<file path="src/rtl/multi_timer.sv">
// Multi-channel programmable timer with a shared prescaler and per-channel one-shot/periodic mode.
// Latency: tick/busy registered (expiry seen one edge after the terminal pre_tick); rd_count 1 cycle after cfg_ch.
// Backpressure: none; strobes are sampled every cycle and ticks are single-cycle pulses with no handshake.
//
// Ports:
//   clk, rst             clock, synchronous active-high reset
//   i_pre_we/i_pre_value load shared prescaler divisor D (one pre_tick every D+1 clk)
//   i_cfg_we/i_cfg_ch    write period/mode of channel i_cfg_ch; i_cfg_ch also selects readback
//   i_cfg_period         period P (expiry after P+1 pre_ticks)
//   i_cfg_mode           0 = one-shot, 1 = periodic
//   i_start/i_stop       per-channel start(restart)/stop strobes, stop wins
//   o_tick               registered one-cycle expiry pulse per channel
//   o_busy               channel is in RUN
//   o_rd_count           registered count of channel i_cfg_ch
module multi_timer #(
    parameter  int CHANNELS   = 4,
    parameter  int COUNT_W    = 16,
    parameter  int PRESCALE_W = 8,
    localparam int CH_W       = (CHANNELS > 1) ? $clog2(CHANNELS) : 1
) (
    input  logic                  clk,
    input  logic                  rst,
    input  logic                  i_pre_we,
    input  logic [PRESCALE_W-1:0] i_pre_value,
    input  logic                  i_cfg_we,
    input  logic [CH_W-1:0]       i_cfg_ch,
    input  logic [COUNT_W-1:0]    i_cfg_period,
    input  logic                  i_cfg_mode,
    input  logic [CHANNELS-1:0]   i_start,
    input  logic [CHANNELS-1:0]   i_stop,
    output logic [CHANNELS-1:0]   o_tick,
    output logic [CHANNELS-1:0]   o_busy,
    output logic [COUNT_W-1:0]    o_rd_count
);

    typedef enum logic {
        S_IDLE = 1'b0,
        S_RUN  = 1'b1
    } state_t;

    // Shared prescaler
    logic [PRESCALE_W-1:0] r_pre_d;
    logic [PRESCALE_W-1:0] r_div;
    logic                  w_pre_tick;

    assign w_pre_tick = (r_div == r_pre_d);

    // Free-running divider; only a divisor write re-phases it, never a channel start.
    always_ff @(posedge clk) begin
        if (rst) begin
            r_pre_d <= '0;
            r_div   <= '0;
        end else if (i_pre_we) begin
            r_pre_d <= i_pre_value;
            r_div   <= '0;
        end else if (w_pre_tick) begin
            r_div   <= '0;
        end else begin
            r_div   <= r_div + 1'b1;
        end
    end

    // Channel state
    state_t               r_state     [CHANNELS];
    logic [COUNT_W-1:0]   r_cnt       [CHANNELS];
    logic [COUNT_W-1:0]   r_period    [CHANNELS];
    logic [CHANNELS-1:0]  r_mode;
    logic [CHANNELS-1:0]  r_tick;
    logic [COUNT_W-1:0]   r_rd_count;

    state_t               w_nxt_state [CHANNELS];
    logic [COUNT_W-1:0]   w_nxt_cnt   [CHANNELS];
    logic [CHANNELS-1:0]  w_nxt_tick;
    logic [CHANNELS-1:0]  w_busy;

    // Priority per channel: stop > start (restart) > expiry/decrement.
    always_comb begin
        w_nxt_tick = '0;
        for (int c = 0; c < CHANNELS; c++) begin
            w_nxt_state[c] = r_state[c];
            w_nxt_cnt[c]   = r_cnt[c];
            if (i_stop[c]) begin
                w_nxt_state[c] = S_IDLE;
                w_nxt_cnt[c]   = '0;
            end else if (i_start[c]) begin
                w_nxt_state[c] = S_RUN;
                w_nxt_cnt[c]   = r_period[c];
            end else if (r_state[c] == S_RUN && w_pre_tick) begin
                if (r_cnt[c] != '0) begin
                    w_nxt_cnt[c] = r_cnt[c] - 1'b1;
                end else begin
                    w_nxt_tick[c] = 1'b1;
                    if (r_mode[c]) begin
                        w_nxt_cnt[c] = r_period[c];
                    end else begin
                        w_nxt_state[c] = S_IDLE;
                        w_nxt_cnt[c]   = '0;
                    end
                end
            end
        end
    end

    always_ff @(posedge clk) begin
        if (rst) begin
            for (int c = 0; c < CHANNELS; c++) begin
                r_state[c]  <= S_IDLE;
                r_cnt[c]    <= '0;
                r_period[c] <= '0;
            end
            r_mode     <= '0;
            r_tick     <= '0;
            r_rd_count <= '0;
        end else begin
            for (int c = 0; c < CHANNELS; c++) begin
                r_state[c] <= w_nxt_state[c];
                r_cnt[c]   <= w_nxt_cnt[c];
            end
            r_tick <= w_nxt_tick;
            // Readback shows the count held before this edge; out-of-range selects read 0.
            if (int'(i_cfg_ch) < CHANNELS) begin
                r_rd_count <= r_cnt[i_cfg_ch];
            end else begin
                r_rd_count <= '0;
            end
            // Config never touches the live count; it takes effect at the next start/reload.
            if (i_cfg_we && int'(i_cfg_ch) < CHANNELS) begin
                r_period[i_cfg_ch] <= i_cfg_period;
                r_mode[i_cfg_ch]   <= i_cfg_mode;
            end
        end
    end

    always_comb begin
        w_busy = '0;
        for (int c = 0; c < CHANNELS; c++) begin
            w_busy[c] = (r_state[c] == S_RUN);
        end
    end

    assign o_tick     = r_tick;
    assign o_busy     = w_busy;
    assign o_rd_count = r_rd_count;

endmodule

</file>
<file path="config.mk">
export PLATFORM = sky130hd
export DESIGN_NAME = multi_timer
export DESIGN_NICKNAME = d
export VERILOG_FILES = /design/src/rtl/multi_timer.sv
export SDC_FILE = /design/constraint.sdc
export NUM_CORES = 1
export LEC_CHECK = 0
export CORE_ASPECT_RATIO = 2
export CORE_UTILIZATION = 53
export DETAILED_ROUTE_END_ITERATION = 8
export PLACE_DENSITY = 0.82
export SLEW_MARGIN = 30
export SYNTH_ARGS = -nofsm -noshare
export SYNTH_HDL_FRONTEND = slang
export SYNTH_SLANG_ARGS = --single-unit
export TNS_END_PERCENT = 30
</file>
<file path="constraint.sdc">
create_clock -name clk -period 2.29 [get_ports clk]
set_input_delay 0.3435 -clock clk [delete_from_list [all_inputs] [get_ports clk]]
set_output_delay 0.3435 -clock clk [all_outputs]
set_load 0.02 [all_outputs]
</file>
Word-level counts from Yosys, hierarchy flattened:

Memories as Yosys holds them, arrays and structs flattened. A register that Yosys moved wholly into a read port is not among the register bits.
Cells that the tools add are included.

* memory bits (writable): 132
* register bits after elaboration: 24
* memories kept: 3
* word-level logic and storage cells: 109

* reductions and logical operators: 15
* multiplexer cells: 64
* add/subtract/negate cells: 5
* $lt $le $gt $ge: 2
* equality and inequality tests: 1
* bitwise gates (word level): 12

Memories
* r_cnt: depth 4, width 16, rd ports 5, clocked after Yosys merged registers in 1, wr ports 4, line 65 `logic [COUNT_W-1:0] r_cnt [CHANNELS];`
* r_period: depth 4, width 16, rd ports 4, clocked after Yosys merged registers in 0, wr ports 4, line 66 `logic [COUNT_W-1:0] r_period [CHANNELS];`
* r_state: depth 4, width 1, rd ports 4, clocked after Yosys merged registers in 0, wr ports 4, line 64 `state_t r_state [CHANNELS];`

Operator list (count)
* $mux 16: 25
* $reduce_bool 16->1: 4
* $sub 16x1->16 const B: 4
* $mux 1: 36
* $reduce_or 16->1: 1
* $reduce_or 4->1: 4
* $add 8x1->8 const B: 1
* $eq 8x8->1: 1
* $or 1x1->1: 8
* $logic_and 1x1->1: 5
* $bwmux 4: 1
* $not 1->1: 4
* $lt 2x3->1 const B: 1
* $reduce_or 3->1: 1
* $demux 1 s2: 1
* $ge 2x1->1 const B: 1
* $mux 2: 1

Logic depth before layout (Yosys ltp):

* word-level depth: 6
* gate-level depth with buffers: 9
* mapped depth without buffers: 7

Least setup slack after synthesis:

Ideal clock, no wire load.

* path kind: reg-to-reg
* start: memory r_cnt[0][0]
* end: memory r_cnt[0][14]
* period minus slack after synthesis: 2.171 ns
* cell stages (with the launch flop): 9
* arrival: 2.048 ns
* library setup time: 0.123 ns
* setup slack: 0.119 ns
* required time: 2.167 ns
* cell sequence: dfxtp_1 -> inv_1 -> ha_1 -> or4b_2 -> clkbuf_1 -> nor4_1 -> xor2_1 -> a221oi_1 -> nor2_1

RTL lines (line)
* start, declared: 65

==> reports/summary.md <==
The run finished with clean final reports. The logs give 45.2% for the worst max-slew margin expressed relative to the limit and 63 for the count of pins on the block boundary. Setup repair after global routing left no endpoint under its margin. TritonCTS built the clock tree. Once the floorplan was initialized, standard cells occupied 54.2% of the core.

For this run, the slowest stage of the critical path takes 0.46 ns. The pin count of the biggest net entering global routing is 29, and the placer congestion estimate is 0.993. The layout overhead on the synthesized area is 23.8%. The tightest min-delay check is of the input port to register type. In the routed design, unresolved DRC markers number 0. For this block, the routed nets add up to 28600 µm of wire. The run gives 0 as the final count of pins violating max slew.

The tools report the count of hold buffers inserted by post-cts repair as 0. Summing every instance area after synthesis gives 8560 µm². The tools report the final count of hold timing violations as 0. The clock period could shrink to 2.24 ns.

The tools report the buffer cell driving the clock tree root as clkbuf_16. The part of the cycle the worst path needs is 97.7%. The number of rows in the core area is 65, and the number of search-and-repair iterations in the first detailed-routing pass is 7. The actual slew at the worst max-slew pin is 0.821 ns, and the post-place setup slack is -0.120 ns. Slowest cell on the critical path: or4b_4. The clock sink count is 172. The largest total area in the synthesized netlist belongs to dfxtp_1.

The maximum clock insertion buffer count came out at 2. Detailed placement finished with a half-perimeter wire length of 20800 µm. By count the netlist is led by nor2_1, dfxtp_1, edfxtp_1. The async set-reset flop share out of synthesis was 0%; the starting DRC count in detailed routing was 623. During placement, the flow inserted port buffers numbering 62.

Counting flops with a built-in enable in the synthesized netlist gives 64. For the count of endpoints failing setup in the final report, the log shows 0. The tools report the number of antenna violations at the first check in global routing as 2. For this run the aggregate overflow at the end of global routing stands at 0. The clock latency at the later pin of the worst-skew pair is 0.44 ns. After clock tree synthesis, the clock-pin slew on the worst setup and hold paths is 0.07 ns. Across all setup checks in the final design, the least slack found is 0.0519 ns.

By area the synthesized netlist is led by dfxtp_1, edfxtp_1, nor2_1. Dividing total power by cell area gives a power density of 765 nW/µm². The static power due to leakage came out at 4.12 nW.

Most common flop cell mapped by yosys: dfxtp_1. The number of CTS-inserted buffers was 17. The share of the Yosys chip area taken by registers is 47.7%.

Averaged over all synthesized cells, the footprint is 9.74 µm². The tools report the number of antenna-violating nets in the routed design as 0. Dividing the detail-routed via count by the number of cells gives 6.57. VDD sags by at most 577 µV. The post-layout net count is 1042, and the post-route standard cell area excluding fillers is 10600 µm².

The number of vias in the routed layout is 7935. The global routing usage summed across all routing layers was 35.3%; the maximum clock frequency was 447 MHz. The net count after synthesis was 927. Along the worst path, the maximum fanout reaches 7.

The tools report the required time of the critical path as 2.66 ns. Of the cells placed in the final design, the portion with a size suffix greater than 1 is 18.1%. After detailed placement, the total cell area comes to 9940 µm².

After detailed routing, the average wire length per cell comes to 23.7 µm. Startpoint-to-endpoint class of the critical path: register to register. Between clock sinks in the finished design, the worst skew comes to 0.00956 ns. Yosys printed 0 warnings. In this run, distinct cell masters in the synthesized netlist total 69. The run gives 7703 as the number of global-route vias before repair.

Largest delay contributor family on the critical path: compound AO/OA/AOI/OAI gates. The tools report the area of the core as 15800 µm². Synthesis inferred 172 register bits. Walking the worst path, the cells encountered are inv_2 -> ha_1 -> or4b_4 -> buf_4 -> o41ai_4 -> buf_12 -> and2_0 -> o21ai_1 -> a21oi_1. The max capacitance violation total came out at 0. The die covers 16700 µm².

The share of Yosys cell area claimed by the top area cell type is 25.3%. The clock tree synthesis step divided the H-tree into 4 levels. The wire length of the first global-routing pass is 43500 µm, and the die span in y is 182 µm.

The cell count after synthesis is 879. The tools report the endpoint class of the critical path as a register. Data arrival time of the worst path: 2.61 ns. The number of buffers and inverters on the critical path is 3. Measured along the x axis, the die boundary spans 91.9 µm.

STA classifies the critical path startpoint as a register. Yosys instantiated no cell more often than nor2_1.
## sequential cells by signal, indices dropped and copies added (netlist names)
| name | cells |
|---|---|
| r_period | 64 |
| o_tick | 4 |
| r_pre_d | 8 |
| r_cnt | 64 |
| o_rd_count | 16 |
| r_mode | 4 |
| r_div | 8 |
| r_state | 4 |
## layout make-up
class,count,area (µm²)
Clock buffer,21,503
Inverter,33,124
Timing Repair Buffer,152,1410
Tap cell,201,251
Multi-Input combinational cell,618,4130
Fill cell,1241,5190
Antenna cell,1,2.50
Clock inverter,10,76.3
Sequential cell,172,4090
## kinds of logic (layout without fill, tap and decap cells)
family          Yosys count  after routing  share of synthesized area (%)
buf+inv                  89            216                           4.50
mux                      28             28                           5.61
fa+ha+maj                 9              9                           1.32
simple gates            342            342                           20.2
xor+xnor                 36             36                           3.68
other cells               0              1                              0
flops                   172            172                           47.7
compound gates          203            203                           17.0
## timing repair
item                       4_1_cts  5_1_grt
resized for setup                0       14
hold endpoints to repair         0        0
buffers inserted                 0        2
pin swaps                        1        2
setup endpoints to repair        1       13
gates cloned                     0        1
## where the power goes
| group | total (mW) | switching, mW | leakage, nW | internal (mW) |
|---|---|---|---|---|
| combinational | 1.73 | 0.967 | 2.33 | 0.763 |
| clock | 2.84 | 1.26 | 0.287 | 1.58 |
| sequential | 3.53 | 0.177 | 1.51 | 3.35 |
| total | 8.10 | 2.41 | 4.12 | 5.70 |
## metal layers
| metal | track usage, % | vias to the layer above | wire length, µm |
|---|---|---|---|
| met3 | 7.12 | 170 | 2350 |
| li1 | - | 3487 | - |
| met2 | 60.8 | 528 | 14400 |
| met5 | 0 | - | 13 |
| met4 | 29.3 | 2 | 2750 |
| met1 | 36.2 | 3748 | 9150 |
## path summary, 6_finish.rpt
kind / start / end / slack (ns) / depth (start not counted)
max: r_cnt[0][1] / r_cnt[0][11] / 0.05 / 9
max reg2reg: r_cnt[0][1] / r_cnt[0][11] / 0.05 / 9
min reg2reg: r_state[3] / o_tick[3] / 0.53 / 2
min: i_pre_value[1] / r_pre_d[1] / 0.52 / 3
## metrics by stage
step | TNS (ns) | total power, mW | hold WS [ns] | cells | utilization, %
floorplan | 0 | 4.55 | 0.436 | 879 | -
global placement | -2.25 | 5.22 | 0.469 | 1173 | 63.0
detailed placement | -3.02 | 5.24 | 0.507 | 1173 | 63.0
CTS | 0 | 8.04 | 0.521 | 1204 | 66.7
global route | 0 | 8.34 | 0.529 | 1207 | 67.1
finish | 0 | 8.10 | 0.520 | 1208 | 67.1
## tightest hold or removal path, cell delays in order
cell and delay, ns:
clkdlybuf4s50_1 0.40, mux2i_1 0.13, nor2_1 0.05
## placed cells by master, fill, tap and decap left out, drive strengths merged, types with 6 or more instances in the layout
master	netlist	layout
clkbuf	37	22
inv	33	37
o31ai	7	7
or2	8	8
nor2b	20	20
a22oi	9	9
dfxtp	108	108
nand4	10	10
or3	6	6
nor3	29	29
xor2	19	19
o32ai	16	16
xnor2	17	17
clkdlybuf4s50	0	62
ha	9	9
nand2b	10	10
nand3b	6	6
mux2i	12	12
a221oi	27	27
o21ai	44	44
edfxtp	64	64
a32oi	6	6
nand2	59	59
a211oi	10	10
mux4	16	16
nand3	16	16
buf	19	89
nor2	127	127
a31o	6	6
nor4	21	21
a21oi	43	43
No activity file was read; power rests on OpenSTA's default activity.
==> edit, RTL diff (config.mk and constraints unchanged) <==
Register the input `i_cfg_period` before use, without a reset. The logic sees it one clock later. The other inputs are not delayed to match.
--- a/src/rtl/multi_timer.sv
+++ b/src/rtl/multi_timer.sv
@@ -39,2 +39,8 @@
     } state_t;
+
+    logic [COUNT_W-1:0] i_cfg_period_q;
+
+    always_ff @(posedge clk) begin
+        i_cfg_period_q <= i_cfg_period;
+    end
 
@@ -127,3 +133,3 @@
             if (i_cfg_we && int'(i_cfg_ch) < CHANNELS) begin
-                r_period[i_cfg_ch] <= i_cfg_period;
+                r_period[i_cfg_ch] <= i_cfg_period_q;
                 r_mode[i_cfg_ch]   <= i_cfg_mode;
Behaviour: not the same (Yosys sat finds a counterexample within 4 cycles, from zero or initial values and one cycle with rst high).
==> edit against the unedited design <==
Die area is 1.2% higher. Cell count fell by 2.6%. Power grew 1.9%. Via count is 1.1% lower. Wire length fell by 2.0%. Sequential cell count up 16. Design area fell by 0.72%. Combinational power shrank 5%. Area after synthesis grew 1.3%. Worst setup slack hardly changed. Critical path type unchanged.
==> edit: results (changes against the unedited design) <==
| Metric | Value |
|---|---|
| Status | complete, no violations (unchanged) |
| WHS | 0.350 ns (was 0.520 ns) |
| Largest stage delay on the critical path | 0.48 ns (was 0.46 ns) |
| WL met2 | 14,200 um (was 14,400 um) |
| Internal reg-to-reg setup slack | 0.05 ns (about the same) |
| RePlAce Congestion | 1.01 (was 0.993) |
| GR Util met3 | 0.0634 (was 0.0712) |
| Fill count | 1,185 (was 1,241) |
| Uppermost layer routed | met4 (was met5) |
| Pleak | 4.08 nW (was 4.12 nW) |
| Post-CTS sizing | 1 (was 0) |
| Hold EP | i_cfg_period_q[8] (was r_pre_d[1]) |
| CP delay by family, top | simple AND/OR/NAND/NOR gates (was compound AO/OA/AOI/OAI gates) |
| Met2 GRT Util | 0.585 (was 0.608) |
| Iteration-0 DRC Markers | 639 (was 623) |
| Total Routing Usage GR | 0.339 (was 0.353) |
| Share of post-route cells with drive strength above 1 | 0.158 (was 0.181) |
| Synth top cells by count | 124 x dfxtp_1, 116 x nor2_1, 64 x edfxtp_1 (was 127 x nor2_1, 108 x dfxtp_1, 64 x edfxtp_1) |
| R2R Path Start | r_cnt[3][0] (was r_cnt[0][1]) |
| First-pass GRT wire length | 42,000 um (was 43,500 um) |
| Sequential area share after synthesis | 0.508 (was 0.477) |
| CP endpoint | r_cnt[3][7] (was r_cnt[0][11]) |
| # placed instances | 1,141 (was 1,173) |
| Post-route met1 wirelength | 8240 um (was 9150 um) |
| Worst-Margin Slew | 0.846 ns (was 0.821 ns) |
| HPWL after detailed placement | 20,500 um (was 20,800 um) |
| WL final | 28,000 um (was 28,600 um) |
| Comb pwr share | 0.199 (was 0.214) |
| Layout Nets | 1,010 (was 1,042) |
| Worst R2R Path Depth | 8 (was 9) |
| Min-Delay Startpoint | i_cfg_period[8] (was i_pre_value[1]) |
| Initial antenna violation count | 0 (was 2) |
| IR drop worst, VDD | 0.596 mV (was 0.577 mV) |
| Crit Reg-Reg Endpoint | r_cnt[3][7] (was r_cnt[0][11]) |
| Crit path arrival time | 2.57 ns (was 2.61 ns) |
| P_seq | 0.00376 W (was 0.00353 W) |
| Setup Buffers After CTS | 2 (was 0) |
| Largest net degree at the start of global routing | 42 (was 29) |
| Switching share of power | 0.302 (was 0.297) |
| Netlist cell types | 57 (was 69) |
| Synthesized Nets | 913 (was 927) |
edit: kinds of logic (layout without fill, tap and decap cells):
group / after synthesis / after routing / synth area share
AND/OR/NAND/NOR: 318 / 318 / 0.179
buffers and inverters: 96 / 205 / 0.0468
multiplexers: 28 / 28 / 0.0554
AO/OA/AOI/OAI: 197 / 198 / 0.168
adder cells (fa/ha/maj): 8 / 8 / 0.0116
flip-flops: 188 / 188 / 0.508
XOR/XNOR: 31 / 31 / 0.0313
edit: stage by stage:
stage,worst slack (ns),total power [W]
after floorplan,0.162,0.00477
after global placement,-0.169,0.00533
after detailed placement,-0.235,0.00536
after CTS,0.0143,0.00818
after global routing,-0.0524,0.00850
final,0.0520,0.00826
edit: area by class of cell:
class | instances | share of cell area
timing repair buffer | 134 | 0.116
sequential | 188 | 0.419
inverter | 39 | 0.0139
clock inverter | 14 | 0.0125
clock buffer | 18 | 0.0418
multi-input combinational | 583 | 0.374
tap | 201 | 0.0239
